[src/rtl/regfile_pkg.sv]
// Shared types for the multi-port integer register file.
// Optional forwarding is selected by the REGFILE_BYPASS_EN macro in the top.
package regfile_pkg;

    typedef enum logic {
        SWEEP = 1'b0,
        READY = 1'b1
    } rf_state_e;

    localparam int MAX_RD_PORTS = 4;

endpackage

[src/rtl/multiport_register_file_if.sv]
// Read/write/scoreboard bus of the register file; the pipeline is master, the file is slave.
interface multiport_register_file_if #(
    parameter int REG_COUNT    = 32,
    parameter int REG_WIDTH    = 32,
    parameter int NUM_RD_PORTS = 2,
    parameter int ADDR_W       = $clog2(REG_COUNT)
);

    logic [NUM_RD_PORTS*ADDR_W-1:0]    rd_addr_i;
    logic [NUM_RD_PORTS*REG_WIDTH-1:0] rd_data_o;
    logic [NUM_RD_PORTS-1:0]           rd_busy_o;
    logic                              reg_wr_en_i;
    logic [ADDR_W-1:0]                 wr_addr_i;
    logic [REG_WIDTH-1:0]              wr_data_i;
    logic                              sb_set_en_i;
    logic [ADDR_W-1:0]                 sb_set_addr_i;
    logic                              ready_o;

    modport master (
        output rd_addr_i, reg_wr_en_i, wr_addr_i, wr_data_i, sb_set_en_i, sb_set_addr_i,
        input  rd_data_o, rd_busy_o, ready_o
    );

    modport slave (
        input  rd_addr_i, reg_wr_en_i, wr_addr_i, wr_data_i, sb_set_en_i, sb_set_addr_i,
        output rd_data_o, rd_busy_o, ready_o
    );

endinterface

[src/rtl/regfile_scoreboard.sv]
// Per-register pending-write bits. A set and a clear to the same register on one edge
// leave the bit set, since the newly issued producer supersedes the completing one.
module regfile_scoreboard
    import regfile_pkg::*;
#(
    parameter int REG_COUNT = 32,
    parameter int ADDR_W    = $clog2(REG_COUNT)
) (
    input  logic                 clk,
    input  logic                 rst_n,
    input  logic                 set_en,
    input  logic [ADDR_W-1:0]    set_addr,
    input  logic                 clr_en,
    input  logic [ADDR_W-1:0]    clr_addr,
    output logic [REG_COUNT-1:0] pending
);

    logic [REG_COUNT-1:0] pending_reg;
    logic [REG_COUNT-1:0] pending_next;

    // x0 can never be pending
    assign pending_next[0] = 1'b0;

    generate
        for (genvar gi = 1; gi < REG_COUNT; gi++) begin : g_bit
            assign pending_next[gi] = (set_en && set_addr == ADDR_W'(gi)) ? 1'b1 :
                                      (clr_en && clr_addr == ADDR_W'(gi)) ? 1'b0 :
                                      pending_reg[gi];
        end
    endgenerate

    always_ff @(posedge clk or negedge rst_n) begin
        if (!rst_n) begin
            pending_reg <= '0;
        end else begin
            pending_reg <= pending_next;
        end
    end

    assign pending = pending_reg;

endmodule

[src/rtl/multiport_register_file.sv]
// N-read/1-write register file with x0 tied to zero, pending-write scoreboard and a
// post-reset zeroing sweep so the array needs no reset. Define REGFILE_BYPASS_EN for write forwarding.
module multiport_register_file
    import regfile_pkg::*;
#(
    parameter int REG_COUNT    = 32,
    parameter int REG_WIDTH    = 32,
    parameter int NUM_RD_PORTS = 2,
    parameter int ADDR_W       = $clog2(REG_COUNT)
) (
    input  logic                          clk,
    input  logic                          rst_n,
    multiport_register_file_if.slave      bus
);

    localparam logic [ADDR_W-1:0] LAST_REG = ADDR_W'(REG_COUNT - 1);

    rf_state_e            state_reg, state_next;
    logic [ADDR_W-1:0]    sweep_ptr_reg, sweep_ptr_next;
    logic [REG_WIDTH-1:0] reg_file [REG_COUNT];
    logic [REG_COUNT-1:0] pending;
    logic                 ready;
    logic                 wr_fire;
    logic                 set_fire;

    assign ready    = (state_reg == READY);
    assign wr_fire  = ready && bus.reg_wr_en_i && (bus.wr_addr_i != '0);
    assign set_fire = ready && bus.sb_set_en_i && (bus.sb_set_addr_i != '0);

    always_ff @(posedge clk or negedge rst_n) begin
        if (!rst_n) begin
            state_reg     <= SWEEP;
            sweep_ptr_reg <= ADDR_W'(1);
        end else begin
            state_reg     <= state_next;
            sweep_ptr_reg <= sweep_ptr_next;
        end
    end

    always_comb begin
        state_next     = state_reg;
        sweep_ptr_next = sweep_ptr_reg;
        case (state_reg)
            SWEEP: begin
                sweep_ptr_next = sweep_ptr_reg + ADDR_W'(1);
                if (sweep_ptr_reg == LAST_REG) begin
                    state_next = READY;
                end
            end
            READY: begin
                state_next = READY;
            end
            default: begin
                state_next = SWEEP;
            end
        endcase
    end

    // Storage has no reset so it maps onto RAM; the sweep provides the zero state instead
    always_ff @(posedge clk) begin
        if (state_reg == SWEEP) begin
            reg_file[sweep_ptr_reg] <= '0;
        end else if (wr_fire) begin
            reg_file[bus.wr_addr_i] <= bus.wr_data_i;
        end
    end

    regfile_scoreboard #(
        .REG_COUNT (REG_COUNT),
        .ADDR_W    (ADDR_W)
    ) u_scoreboard (
        .clk      (clk),
        .rst_n    (rst_n),
        .set_en   (set_fire),
        .set_addr (bus.sb_set_addr_i),
        .clr_en   (wr_fire),
        .clr_addr (bus.wr_addr_i),
        .pending  (pending)
    );

    generate
        for (genvar gi = 0; gi < NUM_RD_PORTS; gi++) begin : g_rd
            logic [ADDR_W-1:0]    rd_addr;
            logic [REG_WIDTH-1:0] rd_data;
            logic                 rd_busy;

            assign rd_addr = bus.rd_addr_i[gi*ADDR_W +: ADDR_W];

            always_comb begin
                rd_data = '0;
                rd_busy = 1'b0;
                if (ready && rd_addr != '0) begin
                    rd_data = reg_file[rd_addr];
                    rd_busy = pending[rd_addr];
`ifdef REGFILE_BYPASS_EN
                    // Forwarded data is final, but a same-edge set still makes it pending
                    if (wr_fire && bus.wr_addr_i == rd_addr) begin
                        rd_data = bus.wr_data_i;
                        rd_busy = set_fire && (bus.sb_set_addr_i == rd_addr);
                    end
`endif
                end
            end

            assign bus.rd_data_o[gi*REG_WIDTH +: REG_WIDTH] = rd_data;
            assign bus.rd_busy_o[gi]                        = rd_busy;
        end
    endgenerate

    assign bus.ready_o = ready;

endmodule

[src/flat_wrapper.sv]
// flat-port wrapper written by rule: the top's interface ports become plain ports
module multiport_register_file_flat import regfile_pkg::*;
#(
    parameter int REG_COUNT    = 32,
    parameter int REG_WIDTH    = 32,
    parameter int NUM_RD_PORTS = 2,
    parameter int ADDR_W       = $clog2(REG_COUNT)
)
  (clk, rst_n, bus_rd_addr_i, bus_reg_wr_en_i, bus_wr_addr_i, bus_wr_data_i, bus_sb_set_en_i, bus_sb_set_addr_i, bus_rd_data_o, bus_rd_busy_o, bus_ready_o);
  multiport_register_file_if #(.REG_COUNT(REG_COUNT), .REG_WIDTH(REG_WIDTH), .NUM_RD_PORTS(NUM_RD_PORTS), .ADDR_W(ADDR_W)) bus_i ();
  input  logic clk;
  input  logic rst_n;
  input wire logic [$bits(bus_i.rd_addr_i)-1:0] bus_rd_addr_i;
  input wire logic [$bits(bus_i.reg_wr_en_i)-1:0] bus_reg_wr_en_i;
  input wire logic [$bits(bus_i.wr_addr_i)-1:0] bus_wr_addr_i;
  input wire logic [$bits(bus_i.wr_data_i)-1:0] bus_wr_data_i;
  input wire logic [$bits(bus_i.sb_set_en_i)-1:0] bus_sb_set_en_i;
  input wire logic [$bits(bus_i.sb_set_addr_i)-1:0] bus_sb_set_addr_i;
  output wire logic [$bits(bus_i.rd_data_o)-1:0] bus_rd_data_o;
  output wire logic [$bits(bus_i.rd_busy_o)-1:0] bus_rd_busy_o;
  output wire logic [$bits(bus_i.ready_o)-1:0] bus_ready_o;
  assign bus_i.rd_addr_i = bus_rd_addr_i;
  assign bus_i.reg_wr_en_i = bus_reg_wr_en_i;
  assign bus_i.wr_addr_i = bus_wr_addr_i;
  assign bus_i.wr_data_i = bus_wr_data_i;
  assign bus_i.sb_set_en_i = bus_sb_set_en_i;
  assign bus_i.sb_set_addr_i = bus_sb_set_addr_i;
  assign bus_rd_data_o = bus_i.rd_data_o;
  assign bus_rd_busy_o = bus_i.rd_busy_o;
  assign bus_ready_o = bus_i.ready_o;
  multiport_register_file #(.REG_COUNT(REG_COUNT), .REG_WIDTH(REG_WIDTH), .NUM_RD_PORTS(NUM_RD_PORTS), .ADDR_W(ADDR_W)) u_core (.clk(clk), .rst_n(rst_n), .bus(bus_i));
endmodule
[config.mk]
export PLATFORM = sky130hd
export DESIGN_NAME = multiport_register_file_flat
export DESIGN_NICKNAME = d
export VERILOG_FILES = /design/src/rtl/regfile_pkg.sv /design/src/rtl/multiport_register_file_if.sv /design/src/rtl/regfile_scoreboard.sv /design/src/rtl/multiport_register_file.sv /design/src/flat_wrapper.sv
export SDC_FILE = /design/constraint.sdc
export NUM_CORES = 1
export LEC_CHECK = 0
export BUFFER_PORTS_ARGS = -buffer_cell sky130_fd_sc_hd__buf_2
export CAP_MARGIN = 20
export CELL_PAD_IN_SITES_DETAIL_PLACEMENT = 0
export CELL_PAD_IN_SITES_GLOBAL_PLACEMENT = 2
export CORE_ASPECT_RATIO = 1.75
export CORE_UTILIZATION = 40
export CTS_BUF_LIST = sky130_fd_sc_hd__clkbuf_8 sky130_fd_sc_hd__clkbuf_16
export DETAILED_ROUTE_END_ITERATION = 12
export PLACE_DENSITY = 0.75
export SYNTH_ARGS = -nofsm -noshare
export SYNTH_HDL_FRONTEND = slang
export SYNTH_SLANG_ARGS = --single-unit
[constraint.sdc]
create_clock -name clk -period 4.05 [get_ports clk]
set_clock_uncertainty 0.2 [all_clocks]
set_input_delay 0.6075 -clock clk [delete_from_list [all_inputs] [get_ports clk]]
set_output_delay 0.6075 -clock clk [all_outputs]
set_load 0.02 [all_outputs]
After elaboration in Yosys (flattened, before gate mapping):

Memory sizes are Yosys's and may differ from the RTL's.
Cells that the tools add are included.

* equal/unequal tests: 63
* reduce and logical (&&, ||, !) cells: 104
* divide/modulo/power cells: 0
* add/sub/neg operators: 1
* bitwise operators: 1
* multiplexer cells: 79
* $lt $le $gt $ge: 2
* multiply operators: 0
* shift-type cells: 0

Operator list (count)
* == test 5 bit (second input constant): 33
* 2-to-1 mux 32 bit: 3
* == test 5 x 4 -> 1 bit (second input constant): 16
* 2-to-1 mux 1 bit: 72
* logical AND 1 bit: 68
* nonzero test 2 bit: 31
* == test 5 x 3 -> 1 bit (second input constant): 8
* OR reduction 32 bit: 1
* == test 5 x 2 -> 1 bit (second input constant): 4
* nonzero test 5 bit: 4
* less-than comparator 5 x 6 -> 1 bit (second input constant): 2
* binary-select mux 1 bit (select 5 bit): 2
* == test 5 x 1 -> 1 bit (second input constant): 2
* adder 5 x 1 -> 5 bit (second input constant): 1
* 2-to-1 mux 5 bit: 1
* one-hot mux 1 bit (2 select lines): 1
* inverter 1 bit: 1

* RAM bits: 1024
* latch bits: 0
* output and inout port bits: 67
* word-level logic and storage cells: 284
* bits in registers: 37
* ROM bits: 0
* memories: 1
* input bits: 56

Memories
* u_core.reg_file: depth 32, width 32, read ports 2, clocked after Yosys merged registers in 0, wr ports 1, line multiport_register_file.sv:20 `logic [REG_WIDTH-1:0] reg_file [REG_COUNT];`

Depth between registers and ports, before layout:

* word-level depth: 7
* gate-level depth with buffers: 9
* depth with buffers taken out: 5

Cells and area by module:

Synthesis repeated with hierarchy kept, for this count alone.

* cells, all modules: 2692
* area, all modules: 50089.3 µm²

By module, submodules not included
* multiport_register_file: cells an instance 2565, area an instance 48783.0 µm², instances 1, seq. area each 30900.9 µm²
* regfile_scoreboard: cells an instance 127, area an instance 1306.3 µm², instances 1, seq. area each 775.7 µm²

Worst setup path before layout:

OpenSTA, ideal clock, no wires.

* path type: input -> register
* start point: input bus_wr_addr_i[2]
* end point: memory u_core.reg_file[25][0], enable pin
* path buffers: 1
* data arrival time: 3.055 ns
* library setup time: 0.421 ns
* stages on the path: 6
* data required time: 3.429 ns
* path slack: 0.374 ns
* path through: buf_2 nor3_1 a21oi_2 o32ai_1 nand2_1 nor2_1

* cells in the longest elaborated chain, start to end: 7
* elaborated cells on any way between the ends: 8
* those cells by class: mux (5); reduce/logical (3)

RTL lines
* start, declared: line flat_wrapper.sv:15 `input wire logic [$bits(bus_i.wr_addr_i)-1:0] bus_wr_addr_i;`
* nonzero test 5 bit: line multiport_register_file.sv:27 `assign wr_fire = ready && bus.reg_wr_en_i && (bus.wr_addr_i != '0);`
* logical AND 1 bit: line multiport_register_file.sv:27
* 2-to-1 mux 1 bit: line multiport_register_file.sv:63 `end else if (wr_fire) begin`
* 2-to-1 mux 1 bit: line multiport_register_file.sv:61 `if (state_reg == SWEEP) begin`
* 2-to-1 mux 1 bit (not written as such): line multiport_register_file.sv:64 `reg_file[bus.wr_addr_i] <= bus.wr_data_i;`
* OR reduction 32 bit (no source line)
* 2-to-1 mux 5 bit (no source line) or 2-to-1 mux 1 bit (tied branches)
* end, declared: line multiport_register_file.sv:20

Parallel ways exist; a longest one is shown, timed or not.

Worst setup path in the final report:

* start point: register u_core.state_reg, in the netlist u_core.bus.ready_o
* end point: output bus_rd_data_o[10]

* cells in the longest elaborated chain, start to end: 2

RTL lines
* start, declared: line multiport_register_file.sv:18 `rf_state_e state_reg, state_next;`
* start signal, assigned: line multiport_register_file.sv:35 `state_reg <= state_next;`
* logical AND 1 bit: line multiport_register_file.sv:92 `if (ready && rd_addr != '0) begin`
* 2-to-1 mux 32 bit: line multiport_register_file.sv:92
* end, declared: line flat_wrapper.sv:19 `output wire logic [$bits(bus_i.rd_data_o)-1:0] bus_rd_data_o;`

Every way passes these cells.

==> results.md <==
* Status: finished, final reports clean
* Total CTS buffers at 89
* Share of cells above drive strength 1 at 39.9%
* Final ANT Viol Nets at 0
* Area contributors post-synth: edfxtp_1 62%, mux4_2 24%, mux2i_1 2.7%
* Tmin final at 4.00 ns
* CP Data Arrival Time at 3.19 ns
* DR vias at 29100
* Clock slew at the register clock pins of the worst setup and hold paths at 0.07 ns
* Initial DRC count at 3612
* CP startpoint kind: flip-flop
* Fin crit share at 98.7%
* Initial antenna violation count at 7
* Max clock buf depth at 3
* PD cells at 412 mW/mm2
* Post-synth top area cell: edfxtp_1
* Post-synth EDFFs at 1024
* Wirelength, routed at 160000 um
* Pleak at 19.8 nW
* Setup TNS at 0 ns
* CTS resizes at 0
* Root Buffer: clkbuf_16
* Maximum clock rate at 250 MHz
* Primary FF master, synth: edfxtp_1
* Max-slew violations at 0
* Mapped Area at 0.0498 mm2
* Port-buffer cells at 122
* # setup viols final at 0
* Post-DR vias/cell at 6.67
* Placed insts at 4192
* RSZ-0062 raised after global routing: false
* Cell variety after synth at 51
* Starting Density at 40.5%
* # nets final at 2715
* Maximum VDD drop at 0.380 mV
* Synthesized area per cell at 20.2 um2
* DRC viols at 0
* Worst hold path depth at 3
* Worst slew pin tran at 1.08 ns
* Remaining global-route overflow at 0
* Num ports at 123
* Setup CP Type: flip-flop to primary output
* Htree depth at 3
* Gpl congestion at 0.848
* Ys Warns at 0
* Required @ worst endpoint at 3.24 ns
* Top-area cell type share of the netlist area at 61.8%
* Final std cells w/o fill at 4359
* Min Hold Slack at 0.177 ns
* Worst skew pair latency at 0.69 ns
* Core Box Area at 0.123 mm2
* Std-Cell Rows at 170
* Synthesized instance count at 2460
* Hold Fails Final Rpt at 0
* CTS tree: yes
* Type of the tightest min-delay check: input pin to flip-flop
* Detailed placement HPWL at 95800 um
* Mapped Nets at 2518
* Seq/Total Area, Yosys at 63.7%
* Slew HR at 27.8%
* Drt pass-1 iters at 7
* CTS Sinks at 1061
* DIE AREA at 0.126 mm2
* Critical Path Sink Type: primary output
* Die Wd at 269 um
* Die Y at 469 um
* CP max FO at 15
* Max FFs per register at 1024
* #FFs+latches synth at 1061
* Max_cap viols at 0
* Reg2reg path depth at 6
* First-pass GRT wire length at 226000 um
* Gr usage total at 25.7%
* Wirelength per Cell at 36.7 um
* Post-synth ARST share at 3.49%
* Largest net degree at the start of global routing at 65
* Vias in the first global route at 30500
* Area Overhead vs Synth at 14.8%
final cells by class:
cell class              instances  area, um2
clock buffers                  93       2330
diodes                          1       2.50
fillers                     10300      65800
inverters                       4       15.0
multi-input cells            1192      17200
repair buffers                309       3090
well taps                    1634       2040
clock inverters                65        734
flip-flops and latches       1061      31700
synth_stat cells (all sizes together), types with 2 or more instances:
| cell | number |
|---|---|
| mux2 | 70 |
| a31oi | 37 |
| nand2 | 15 |
| a22oi | 33 |
| and3b | 2 |
| nor2b | 5 |
| or3b | 2 |
| a21oi | 39 |
| and3 | 4 |
| buf | 134 |
| edfxtp | 1024 |
| nor3b | 2 |
| or3 | 2 |
| nor3 | 9 |
| or4b | 2 |
| nand3 | 39 |
| o22a | 33 |
| nor4 | 2 |
| xnor2 | 3 |
| clkbuf | 69 |
| or2 | 2 |
| inv | 4 |
| nand2b | 2 |
| a221o | 32 |
| nand4b | 2 |
| nand3b | 9 |
| o221ai | 33 |
| and2 | 34 |
| a32oi | 3 |
| dfrtp | 36 |
| mux4 | 526 |
| ha | 2 |
| o21ai | 66 |
| nor2 | 42 |
| mux2i | 132 |
critical path: stages (launching register included):
cell and delay, ns:
dfrtp_4 0.64, or4b_2 0.64, buf_4 0.32, o22a_1 0.29
o221ai_1 0.29, buf_2 0.31
final timing paths:
path / slack (ns) / from / to
min in group asynchronous: 0.36 / rst_n / u_core.u_scoreboard.pending[18]
hold / removal: 0.18 / bus_sb_set_addr_i[0] / u_core.u_scoreboard.pending[20]
setup reg to reg: 0.73 / u_core.bus.ready_o / u_core.reg_file[31][26]
setup / recovery: 0.05 / u_core.bus.ready_o / bus_rd_data_o[10]
hold reg to reg: 0.34 / u_core.u_scoreboard.pending[26] / u_core.u_scoreboard.pending[26]
max in group asynchronous: 2.63 / rst_n / u_core.bus.ready_o
power by group:
group / internal [mW] / total [mW] / leakage (nW) / switching, mW
sequential: 12.1 / 12.1 / 11.1 / 0.0354
clock: 5.14 / 9.22 / 1.52 / 4.08
combinational: 0.852 / 2.14 / 7.17 / 1.29
per-layer routing:
layer  vias up  track usage [%]  wire [um]
li1      11100                -          -
met1     15700             32.5      57600
met2      1876             43.6      81200
met3       360             4.01      13900
met4         0             11.1       7330
met5         -                0          0
cells in the final DEF (no fill, tap or decap), drive strengths merged, types with 32 or more instances in the layout:
| cell | synthesis | layout |
|---|---|---|
| a21oi | 39 | 39 |
| a221o | 32 | 32 |
| a22oi | 33 | 33 |
| a31oi | 37 | 37 |
| and2 | 34 | 34 |
| buf | 134 | 306 |
| clkbuf | 69 | 93 |
| dfrtp | 36 | 36 |
| edfxtp | 1024 | 1024 |
| mux2 | 70 | 70 |
| mux2i | 132 | 132 |
| mux4 | 526 | 526 |
| nand3 | 39 | 39 |
| nor2 | 42 | 42 |
| o21ai | 66 | 66 |
| o221ai | 33 | 33 |
| o22a | 33 | 33 |
through the flow:
step	worst slack, ns	utilization, %	instance area, um2	power, mW
6_report	0.0524	46.4	57100	23.5
5_1_grt	0.0501	46.4	57100	24.1
4_1_cts	0.0637	46.4	57000	23.6
3_5_place_dp	0.406	43.8	53900	14.5
3_3_place_gp	0.380	43.8	53900	14.5
2_1_floorplan	0.374	-	49800	13.7
logic make-up (layout without fill, tap and decap cells):
logic type      Yosys count  after routing  share of synthesized area (%)
buf+inv                 207            471                           2.28
fa+ha+maj                 2              2                         0.0503
flops                  1061           1061                           63.7
mux                     728            728                           28.0
other cells               0              1                              0
xor+xnor                  3              3                         0.0528
simple gates            176            176                           1.89
compound gates          283            283                           4.01
repair_timing:
action,in CTS,in global routing
hold endpoints to repair,37,0
hold buffers,3,0
endpoints found under the setup margin,3,0
setup buffers,1,0
Note: power is estimated with default switching activity, not from simulation.
